### src/rtl/lutnn_frame_pkg.sv
// Shared types and defaults for the LUT-network UART framing controller.
package lutnn_frame_pkg;

  typedef enum logic [1:0] {
    HUNT = 2'd0,
    RECV = 2'd1,
    WAIT = 2'd2,
    SEND = 2'd3
  } state_e;

  localparam logic [7:0] SYNC_BYTE_DEF   = 8'hA5;
  localparam int         TIMEOUT_CYC_DEF = 120000;

endpackage

### src/rtl/lutnn_frame_ctrl.sv
// Frames UART bytes into a network input vector, fires inference once per frame,
// and streams the zero-extended result back out MSB byte first.
module lutnn_frame_ctrl
  import lutnn_frame_pkg::*;
#(
  parameter int         IN_BITS     = 400,
  parameter int         OUT_BITS    = 4,
  parameter int         NET_LATENCY = 0,
  parameter int         TIMEOUT_CYC = TIMEOUT_CYC_DEF,
  parameter logic [7:0] SYNC_BYTE   = SYNC_BYTE_DEF
) (
  input  logic                clk,
  input  logic                rst_n,
  input  logic [7:0]          s_tdata,
  input  logic                s_tvalid,
  output logic                s_tready,
  output logic [7:0]          m_tdata,
  output logic                m_tvalid,
  input  logic                m_tready,
  output logic [IN_BITS-1:0]  net_in,
  output logic                net_start,
  input  logic [OUT_BITS-1:0] net_out,
  output logic [7:0]          err_cnt,
  output logic                busy
);

  localparam int N_IN_BYTES  = (IN_BITS + 7) / 8;
  localparam int N_OUT_BYTES = (OUT_BITS + 7) / 8;
  localparam int SH_W        = N_IN_BYTES * 8;
  localparam int OB_W        = N_OUT_BYTES * 8;
  localparam int BC_W        = $clog2(N_IN_BYTES + 1);
  localparam int OC_W        = $clog2(N_OUT_BYTES + 1);
  localparam int LC_W        = $clog2(NET_LATENCY + 2);
  localparam int IC_W        = $clog2(TIMEOUT_CYC + 1);

  localparam logic [BC_W-1:0] LAST_IN  = BC_W'(N_IN_BYTES - 1);
  localparam logic [OC_W-1:0] LAST_OUT = OC_W'(N_OUT_BYTES - 1);
  localparam logic [LC_W-1:0] LAT      = LC_W'(NET_LATENCY);
  localparam logic [IC_W-1:0] IDLE_MAX = IC_W'(TIMEOUT_CYC - 1);

  state_e            state_q, state_d;
  logic [SH_W-1:0]   sh_q, sh_d;
  logic [OB_W-1:0]   out_q, out_d;
  logic [BC_W-1:0]   bcnt_q, bcnt_d;
  logic [OC_W-1:0]   ocnt_q, ocnt_d;
  logic [LC_W-1:0]   lcnt_q, lcnt_d;
  logic [IC_W-1:0]   idle_q, idle_d;
  logic [7:0]        err_q, err_d;
  logic              start_q, start_d;
  logic              s_hs, m_hs;

  assign s_tready  = (state_q == HUNT) || (state_q == RECV);
  assign m_tvalid  = (state_q == SEND);
  assign m_tdata   = out_q[OB_W-1 -: 8];
  assign net_in    = sh_q[IN_BITS-1:0];
  assign net_start = start_q;
  assign err_cnt   = err_q;
  assign busy      = (state_q != HUNT);

  assign s_hs = s_tvalid & s_tready;
  assign m_hs = m_tvalid & m_tready;

  always_comb begin
    state_d = state_q;
    sh_d    = sh_q;
    out_d   = out_q;
    bcnt_d  = bcnt_q;
    ocnt_d  = ocnt_q;
    lcnt_d  = lcnt_q;
    idle_d  = idle_q;
    err_d   = err_q;
    start_d = 1'b0;
    case (state_q)
      HUNT: begin
        if (s_hs && (s_tdata == SYNC_BYTE)) begin
          state_d = RECV;
          bcnt_d  = '0;
          idle_d  = '0;
        end
      end
      RECV: begin
        if (s_hs) begin
          // first byte ends up at the MSB end; its top bits are padding
          sh_d   = (sh_q << 8) | SH_W'(s_tdata);
          idle_d = '0;
          bcnt_d = bcnt_q + 1'b1;
          if (bcnt_q == LAST_IN) begin
            state_d = WAIT;
            start_d = 1'b1;
            lcnt_d  = '0;
          end
        end else if (idle_q == IDLE_MAX) begin
          state_d = HUNT;
          sh_d    = '0;
          if (err_q != 8'hFF) err_d = err_q + 8'd1;
        end else begin
          idle_d = idle_q + 1'b1;
        end
      end
      WAIT: begin
        // lcnt is 0 in the net_start cycle, so LAT=0 captures right there
        if (lcnt_q == LAT) begin
          out_d                 = '0;
          out_d[OUT_BITS-1:0]   = net_out;
          ocnt_d                = '0;
          state_d               = SEND;
        end else begin
          lcnt_d = lcnt_q + 1'b1;
        end
      end
      SEND: begin
        if (m_hs) begin
          out_d  = out_q << 8;
          ocnt_d = ocnt_q + 1'b1;
          if (ocnt_q == LAST_OUT) state_d = HUNT;
        end
      end
      default: state_d = HUNT;
    endcase
  end

  always_ff @(posedge clk or negedge rst_n) begin
    if (!rst_n) begin
      state_q <= HUNT;
      sh_q    <= '0;
      out_q   <= '0;
      bcnt_q  <= '0;
      ocnt_q  <= '0;
      lcnt_q  <= '0;
      idle_q  <= '0;
      err_q   <= '0;
      start_q <= 1'b0;
    end else begin
      state_q <= state_d;
      sh_q    <= sh_d;
      out_q   <= out_d;
      bcnt_q  <= bcnt_d;
      ocnt_q  <= ocnt_d;
      lcnt_q  <= lcnt_d;
      idle_q  <= idle_d;
      err_q   <= err_d;
      start_q <= start_d;
    end
  end

endmodule
### config.mk
export PLATFORM = sky130hd
export DESIGN_NAME = lutnn_frame_ctrl
export DESIGN_NICKNAME = d
export VERILOG_FILES = /design/src/rtl/lutnn_frame_pkg.sv /design/src/rtl/lutnn_frame_ctrl.sv
export SDC_FILE = /design/constraint.sdc
export NUM_CORES = 1
export LEC_CHECK = 0
export ABC_CLOCK_PERIOD_IN_PS = 1900
export CAP_MARGIN = 20
export CORE_ASPECT_RATIO = 1.5
export CORE_MARGIN = 3
export CORE_UTILIZATION = 43
export CTS_BUF_LIST = sky130_fd_sc_hd__clkbuf_16
export CTS_CLUSTER_SIZE = 8
export DETAILED_ROUTE_END_ITERATION = 8
export GPL_ROUTABILITY_DRIVEN = 0
export PLACE_DENSITY = 0.75
export SETUP_SLACK_MARGIN = 0.05
export SLEW_MARGIN = 5
export SYNTH_ARGS = -nofsm -noshare
export SYNTH_HDL_FRONTEND = slang
export SYNTH_SLANG_ARGS = --single-unit
### constraint.sdc
create_clock -name clk -period 1.9 [get_ports clk]
set_input_delay 0.38 -clock clk [delete_from_list [all_inputs] [get_ports clk]]
set_output_delay 0.38 -clock clk [all_outputs]
set_load 0.005 [all_outputs]
==> results of run 1 <==
## critical path: stages (launching register included)
cell	delay, ps
dfrtp_1	350
ha_2	190
and4b_1	190
nand4_1	250
or3_4	530
mux2_4	320
## path summary, 6_finish.rpt
path / end
setup / recovery: err_cnt[1]
max in group asynchronous: state_q[0]
hold reg to reg: idle_q[16]
setup reg to reg: err_cnt[1]
min in group clk: m_tdata[2]
hold / removal: net_in[144]
## logic make-up after synthesis
kind of cell	after synthesis	synth area share [%]
fa+ha+maj	4	0.314
xor+xnor	10	0.549
mux	1	0.0706
simple gates	88	2.93
compound gates	459	24.2
flops	439	68.9
other cells	1	0.0235
buf+inv	104	2.98
## registers in the layout (all words and copies together), names as in the netlist, named ones only
signal,count
bcnt_q,6
err_cnt,8
m_tdata,4
ocnt_q,1
net_in,400
state_q,1
idle_q,17
net_start,1
## layer usage
layer | part of all wire [%] | GRT usage (%) | up-vias
met5 | 0 | 0 | -
li1 | - | - | 5359
met2 | 52 | 43.7 | 585
met3 | 6.8 | 5.36 | 95
met4 | 3.6 | 9.11 | 0
met1 | 37 | 29.8 | 6548
## metrics by stage
step	setup TNS, ps	area (µm²)	cells	util, %
final	-3700	23600	2152	65.2
after global routing	-50570	23600	2152	65.2
after CTS	-9770	23600	2149	65.0
after detailed placement	-57070	21600	2029	59.7
after global placement	-50240	21600	2029	59.7
after floorplan	0	16000	1109	-
## layout by cell type (no fill, tap or decap), types with 2 or more instances in the layout
| cell | n |
|---|---|
| ha_1 | 3 |
| a41oi_1 | 2 |
| clkbuf_16 | 63 |
| buf_6 | 4 |
| nand2_1 | 21 |
| clkdlybuf4s50_1 | 317 |
| nand4_1 | 7 |
| inv_1 | 7 |
| a22o_1 | 404 |
| buf_4 | 126 |
| nor2b_1 | 3 |
| xor2_1 | 9 |
| dfrtp_2 | 25 |
| buf_12 | 31 |
| a21oi_1 | 12 |
| nor3_2 | 3 |
| and3_1 | 6 |
| conb_1 | 4 |
| o21ai_0 | 21 |
| a31oi_1 | 6 |
| dfrtp_1 | 414 |
| nor2_4 | 2 |
| o41ai_1 | 2 |
| nand2b_1 | 2 |
| dlygate4sd2_1 | 113 |
| o31ai_1 | 3 |
| nand3_1 | 13 |
| nor3_1 | 3 |
| and4b_1 | 2 |
| a21o_1 | 2 |
| o22ai_1 | 2 |
| nand4bb_1 | 2 |
| nor2_1 | 17 |
## timing repair
action,in CTS,in global routing
buffers inserted,52,2
pin swaps,8,2
hold buffers,1,0
hold endpoints to repair,87,0
setup endpoints to repair,806,725
gates resized for setup,153,2
gates cloned,0,1
## power breakdown
group | internal (mW) | total [mW] | switching, mW
registers | 9.93 | 10.5 | 0.543
logic | 1.77 | 3.38 | 1.61
clock network | 5.68 | 9.42 | 3.74
## cell type report
class / count / area (µm²) / area share, %
flip-flops and latches: 439 / 11000 / 46.6
repair buffers: 595 / 5850 / 24.8
clock inverters: 5 / 55.1 / 0.233
clock buffers: 62 / 1550 / 6.56
inverters: 7 / 28.8 / 0.122
well taps: 478 / 598 / 2.53
multi-input cells: 566 / 4540 / 19.2
==> qor.yml, run 1 <==
worst_setup_path:
  r2r_cells: 5
  arrival_ps: 2410
  crit_path_max_fanout: 7
  critPathKind: "reg2reg"
  r2r_setup_slack_ps: -50
  end_kind: "register"
  startpoint: "idle_q[0]"
  r2r-start: "idle_q[0]"
  critPathRequiredTime_ps: 2350
  critPathLaunchType: "register"
yosys:
  synth.distinct_cells: 41
  yosys-top-cells-area: "dfrtp_1 69%, a22o_1 22%, buf_2 1.6%"
  syn_area_per_cell_um2: 14.4
  synth-edff-count: 0
  synth_common_cells: "439 x dfrtp_1, 404 x a22o_1, 50 x buf_2"
  synth_top_area_share_pct: 68.9
  synthArstFlopShare_pct: 100
  syn_inst: 1106
  synth_most_common_cell: "dfrtp_1"
  ys_warn_count: 0
  syn-cell-area_mm2: 0.0159
  ys_seq_area_share_pct: 68.9
  ys_dominant_reg_cell: "dfrtp_1"
  ys_ff_latch: 439
  yosysTopAreaCell: "dfrtp_1"
die:
  start_util_pct: 44.0
  rows: 85
  core_area_mm2: 0.0363
  die_w_um: 163
  die_h_um: 242
  top_level_ports: 436
  die-area_mm2: 0.0395
route:
  via_count: 12600
  avgViaCountPerCell: 5.85
  drt_drc_violations_left: 0
  antenna_left: 0
  drtIter0Drc: 1124
  avgRoutedWirePerCell_um: 23.4
  routed_wl_um: 50300
  dr.pass1.iters: 5
run_status:
  violations: "negative setup slack"
  outcome: "complete, but fails checks"
clock_tree:
  cts_tree: "done"
  insertion_delay_ps: 580
  root_buffer: "clkbuf_16"
  clk_pin_slew_worst_paths_ps: 50
  htree_levels: 2
  numClockSinks: 439
  clockBufferDepth: 3
  cts_buffers: 61
sta:
  period_share_pct: 103
  max_clock_freq_ghz: 0.512
  final.setup.worst_slack_ps: -55.0
  hold_violations: 0
  slew_viol_final: 0
  rsz0062_at_grt: "true"
  setup_violations: 236
  worst_hold_slack_ps: 280
  fin_skew_ps: 9.02
  period_minus_slack_ps: 1950
power_and_ir_drop:
  power.total_mw: 23.3
  leakage_nw: 11.6
  worst_ir_drop_vdd_uv: 948
  power.density_mw_per_mm2: 985
placement:
  dp_slack_ps: -536
  numPortBuffers: 431
  dp_hpwl_um: 34000
hold_path:
  min_path_type: "in2async"
global_route:
  grt_max_degree: 80
  grtUsageTotal_pct: 24.8
  grt-ovfl-total: 0
  grt_pass1_wl_um: 77600
  antenna_found_initial: 0
  first_global_vias: 12900
final_layout:
  diodes: 0
  drive_above_1_share_pct: 16.0
  finalNetCount: 1690
  area_growth_pct: 48.2
  n_fill_cell: 2619
job:
  maxCapViolations: 0
No activity file was read; power rests on OpenSTA's default activity.
==> run 2, diff against run 1 <==
CORE_MARGIN = 1.5   (was 3)
==> run 2 against run 1 <==
The flow still finishes with violations (negative setup slack). Clock-buffer cell count decreased by 2. First-iteration DRC count increased by 2.4%. Critical path depth up 5. Combinational power is 15% higher. Via count up 12%. Utilization increased by 5.9 points. Register-to-register slack got worse by 50 ps. Maximum frequency decreased by 2.4%. Non-clock buffer count grew 207.
==> qor.yml, run 2 (synthesized netlist as in run 1, its figures left out) <==
power_and_ir_drop:
  leakage_nw: 17.0  # +47%
  worst_ir_drop_vdd_uv: 936  # -1.3%
  power.density_mw_per_mm2: 910  # -7.6%
  power.total_mw: 23.7  # +2.0%
global_route:
  grt_max_degree: 63  # -21%
  grtUsageTotal_pct: 26.8  # +1.9 points
  antenna_found_initial: 0  # unchanged
  grt-ovfl-total: 0  # unchanged
  first_global_vias: 13000  # +0.69%
  grt_pass1_wl_um: 79100  # +2.0%
placement:
  dp_hpwl_um: 33600  # -1.4%
  numPortBuffers: 431  # unchanged
  place_area_mm2: 0.0217  # about the same
die:
  rows: 86  # +1.2%
  die-area_mm2: 0.0383  # -3.1%
  die_h_um: 239  # -1.2%
  start_util_pct: 43.5  # -0.51 points
  top_level_ports: 436  # unchanged
  die_w_um: 160  # -1.8%
  core_area_mm2: 0.0367  # +1.2%
sta:
  period_share_pct: 105  # +2.6 points
  relSlewSlack_pct: 62.2
  period_minus_slack_ps: 2000  # +49.0 ps
  slew_viol_final: 0  # unchanged
  final.setup.worst_slack_ps: -104  # -49.0 ps
  worst_hold_slack_ps: 339  # +59.1 ps
  setup_violations: 201  # -15%
  hold_violations: 0  # unchanged
  max_clock_freq_ghz: 0.499  # -2.4%
  fin_tns_setup_ps: -6720  # -3020 ps
  rsz0062_at_grt: "true"
  fin_skew_ps: 30.5  # +21.5 ps
  tightest_slew_ps: 567
final_layout:
  final_util_pct: 71.1  # +5.9 points
  fin_area_mm2: 0.0261  # +10%
  final_common_cell: "dfrtp_1"
  final-seq-area_mm2: 0.0110  # about the same
  multi_input_area_mm2: 0.00460  # +1.5%
  finalNetCount: 1896  # +12%
  drive_above_1_share_pct: 25.7  # +9.7 points
  diodes: 0  # unchanged
  area_growth_pct: 63.6
  n_fill_cell: 2226  # -15%
  largest_reg_flops: 400  # unchanged
  final_cell_mix: "413 x dfrtp_1, 404 x a22o_1, 294 x buf_4, 218 x dlymetal6s2s_1, 148 x dlygate4sd2_1"
run_status:
  outcome: "complete, but fails checks"
  violations: "negative setup slack"
clock_tree:
  cts_buffers: 60  # -1.6%
  insertion_delay_ps: 600  # +20 ps
  htree_levels: 2  # unchanged
  clk_pin_slew_worst_paths_ps: 50  # about the same
  numClockSinks: 439  # unchanged
  root_buffer: "clkbuf_16"
  clockBufferDepth: 3  # unchanged
  cts_tree: "done"
worst_setup_path:
  critPathKind: "reg2reg"
  critPathRequiredTime_ps: 2370  # +20 ps
  crit_path_max_fanout: 11  # +4
  critPathLaunchType: "register"
  end_kind: "register"
  arrival_ps: 2470  # +60 ps
route:
  via_count: 14100  # +12%
  avgViaCountPerCell: 5.95  # +1.8%
  antenna_left: 0  # unchanged
  routed_wl_um: 59700  # +19%
  avgRoutedWirePerCell_um: 25.3  # +8.2%
  drtIter0Drc: 1151  # +2.4%
  dr.pass1.iters: 5  # unchanged
  drt_drc_violations_left: 0  # unchanged
hold_path:
  min_path_type: "in2async"
job:
  maxCapViolations: 0  # unchanged
run 2: cell count changes in the layout (fill, tap and decap cells not counted), sizes merged:
cell           change
bufbuf             +1
buf              +199
inv                +1
clkbuf             +7
clkinv             -2
dlymetal6s2s     +218
clkdlybuf4s50    -255
dlygate4sd2       +35
run 2: final timing paths:
| kind | startpoint | end | slack [ps] | depth (start not counted) |
|---|---|---|---|---|
| max | idle_q[0] | net_in[108] | -100 | 10 |
| min | rst_n | net_in[369] | 340 | 2 |
| max reg2reg | idle_q[0] | net_in[108] | -100 | 10 |
| min reg2reg | net_in[393] | net_in[393] | 490 | 1 |
| max in group asynchronous | rst_n | net_in[5] | 750 | 3 |
| min in group clk | net_out[0] | m_tdata[0] | 430 | 2 |
run 2: metrics by stage:
stage               std cells  worst slack [ps]
floorplan                1109              57.6
global placement         2036              -526
detailed placement       2036              -615
CTS                      2199             -86.2
global route             2362              -176
finish                   2362              -104
run 2: cell type report:
class / count / area share [%]
Clock inverter: 4 / 0.197
Tap cell: 484 / 2.32
Sequential cell: 439 / 42.2
Clock buffer: 60 / 5.76
Inverter: 7 / 0.101
Timing Repair Buffer: 802 / 31.7
Multi-Input combinational cell: 566 / 17.7
run 2: critical path, stage by stage (launching register included):
cell	delay, ps
dfrtp_1	360
ha_2	180
and4b_1	190
nand4_1	160
nand2_2	140
nand2_4	90
buf_12	150
buf_12	120
buf_12	130
buf_12	140
a22o_1	220
run 2: timing repair:
action                                  in CTS  in global routing
endpoints found under the hold margin       39                  0
gates resized for setup                    214                247
buffers inserted                            93                154
pin swaps                                    8                 16
gates cloned                                 5                 11
hold buffers                                 1                  0
endpoints found under the setup margin     781                671
run 2: layer usage:
| layer | track usage, % | wire length (µm) | up-vias |
|---|---|---|---|
| met3 | 6.68 | 4860 | 211 |
| met4 | 12.0 | 3650 | 0 |
| met1 | 30.9 | 21100 | 7188 |
| met5 | 0 | 0 | - |
| met2 | 47.0 | 30100 | 888 |
| li1 | - | - | 5773 |
run 2: power by group:
part / switching (mW) / internal, mW
registers: 0.560 / 9.93
logic: 1.89 / 2.01
clock network: 3.85 / 5.51
total: 6.30 / 17.4
==> run 3, diff against run 2 <==
GPL_TIMING_DRIVEN = 0   (was default)
==> run 3 against run 2 <==
The run ends with negative hold slack, negative setup slack left. Setup slack improved by 35 ps. Routed wire length fell by 14%. Utilization fell by 7.1 points. Total power fell by 2.3%. Critical path depth fell by 9. Cell area fell by 10%. Clock power fell by 2%. Critical endpoint is now net_in[72]. Highest routed layer unchanged.
==> qor.yml, run 3 (synthesized netlist as in run 1, its figures left out) <==
route:
  avgRoutedWirePerCell_um: 24.2  # -4.2%
  antenna_left: 0  # unchanged
  dr.pass1.iters: 6  # +1
  routed_wl_um: 51300  # -14%
  met3WireLength_um: 3970  # -18%
  via_count: 12400  # -12%
  drt_drc_violations_left: 0  # unchanged
  wirelength_met1_um: 18000  # -14%
  drtIter0Drc: 1076  # -6.5%
  top_layer: "met4"
  avgViaCountPerCell: 5.84  # -1.9%
  wl_met2_um: 26900  # -11%
worst_setup_path:
  path_delay_family: "buffers and inverters"
  critPathMaxStageDelay_ps: 550  # +190 ps
  critPathRequiredTime_ps: 1520  # -850 ps
  r2r-start: "idle_q[6]"
  crit_path_max_fanout: 3  # -8
  setup.worst_path.end: "net_in[72]"
  end_kind: "output port"
  r2r_setup_slack_ps: -60  # +40 ps
  startpoint: "net_in[72]"
  critical_path_depth: 1  # -9
  critPathSlowestCell: "clkdlybuf4s50_1"
  critPathKind: "reg2out"
  critPathLaunchType: "register"
  arrival_ps: 1590  # -880 ps
  r2r_cells: 8  # -2
  r2r-end: "net_in[35]"
  path_cells: "clkdlybuf4s50_1"
  crit_buf_inv: 1  # -3
clock_tree:
  htree_levels: 2  # unchanged
  root_buffer: "clkbuf_16"
  numClockSinks: 439  # unchanged
  cts_buffers: 60  # unchanged
  clk_pin_slew_worst_paths_ps: 50  # about the same
  insertion_delay_ps: 590  # about the same
  cts_tree: "done"
  clockBufferDepth: 3  # unchanged
placement:
  numPortBuffers: 431  # unchanged
  dp_slack_ps: -1010  # -395 ps
  place_area_mm2: 0.0210  # -3.2%
  place_inst: 2027  # -0.44%
  dp_hpwl_um: 36100  # +7.7%
sta:
  relSlewSlack_pct: 40.9  # -21 points
  slew_viol_final: 0  # unchanged
  max_clock_freq_ghz: 0.508  # +1.8%
  worst_hold_slack_ps: -105  # -444 ps
  fin_skew_ps: 18.0  # -12.5 ps
  setup_violations: 390  # +94%
  rsz0062_at_grt: "true"
  period_share_pct: 104  # -1.8 points
  tightest_slew_ps: 886  # +319 ps
  final.setup.worst_slack_ps: -69.3  # +34.7 ps
  hold_violations: 120  # +120
  period_minus_slack_ps: 1970  # -34.7 ps
final_layout:
  instances_no_fill: 2120  # -10%
  final_common_cell: "dfrtp_1"
  final_cell_mix: "410 x dfrtp_1, 404 x a22o_1, 389 x clkdlybuf4s50_1, 67 x clkbuf_16, 29 x dfrtp_2"
  final_util_pct: 64.0  # -7.1 points
  largest_reg_flops: 400  # unchanged
  finalNetCount: 1654  # -13%
  n_fill_cell: 2698  # +21%
  drive_above_1_share_pct: 14.7  # -11 points
  diodes: 0  # unchanged
  fin_area_mm2: 0.0235  # -10%
  area_growth_pct: 47.3
die:
  die-area_mm2: 0.0383  # unchanged
  die_w_um: 160  # unchanged
  die_h_um: 239  # unchanged
  core_area_mm2: 0.0367  # unchanged
  start_util_pct: 43.5  # unchanged
  top_level_ports: 436  # unchanged
  rows: 86  # unchanged
global_route:
  first_global_vias: 12700  # -2.7%
  antenna_found_initial: 0  # unchanged
  grt-ovfl-total: 0  # unchanged
  grt_pass1_wl_um: 76500  # -3.4%
  grt_max_degree: 122  # +94%
  grtUsageTotal_pct: 25.9  # -0.88 points
run_status:
  violations: "negative hold slack, negative setup slack"
  outcome: "complete, but fails checks"
power_and_ir_drop:
  power.density_mw_per_mm2: 988  # +8.5%
  leakage_nw: 11.3  # -33%
  worst_ir_drop_vdd_uv: 793  # -15%
job:
  maxCapViolations: 0  # unchanged
hold_path:
  min_path_type: "in2async"
==> run 3: repair_timing <==
action,CTS,global route
hold endpoints to repair,120,105
cloned,2,8
pin swaps,4,10
gates resized for setup,118,167
setup endpoints to repair,832,828
setup buffers,5,14
==> run 3: worst min-delay path by stage <==
stage,from,to
final,rst_n,net_in[392]
after global routing,rst_n,net_in[159]
after CTS,rst_n,net_in[151]
after detailed placement,idle_q[13],idle_q[13]
after global placement,idle_q[16],idle_q[16]
after floorplan,rst_n,asynchronous set/reset pin
==> run 3: power breakdown <==
part / total, mW / internal, mW / switching (mW) / leakage, nW
sequential: 10.5 / 9.93 / 0.578 / 6.05
clock: 9.21 / 5.50 / 3.71 / 0.765
combinational: 3.49 / 1.76 / 1.73 / 4.53
total: 23.2 / 17.2 / 6.02 / 11.3
==> run 3: area by class of cell <==
class	instances	area [µm²]	share of cell area, %
inverter	7	31.3	0.133
tap	484	606	2.58
clock buffer	60	1500	6.39
clock inverter	4	51.3	0.218
sequential	439	11000	46.9
buffer	97	843	3.59
multi-input combinational	566	4640	19.7
timing repair buffer	463	4800	20.4
==> run 3: metal layers <==
layer | track usage [%] | vias to the layer above
met5 | 0 | -
met4 | 11.4 | 0
met3 | 6.87 | 135
met2 | 46.3 | 588
met1 | 29.0 | 6380
li1 | - | 5282
==> run 3: through the flow <==
step / hold WS, ps / power [mW] / TNS, ps
after floorplan: 84.4 / 11.7 / 0
after global placement: 458 / 13.6 / -8207470
after detailed placement: 482 / 13.7 / -381510
after CTS: -98.0 / 23.0 / -27300
after global routing: -50.0 / 24.1 / -47210
final: -105 / 23.2 / -9350
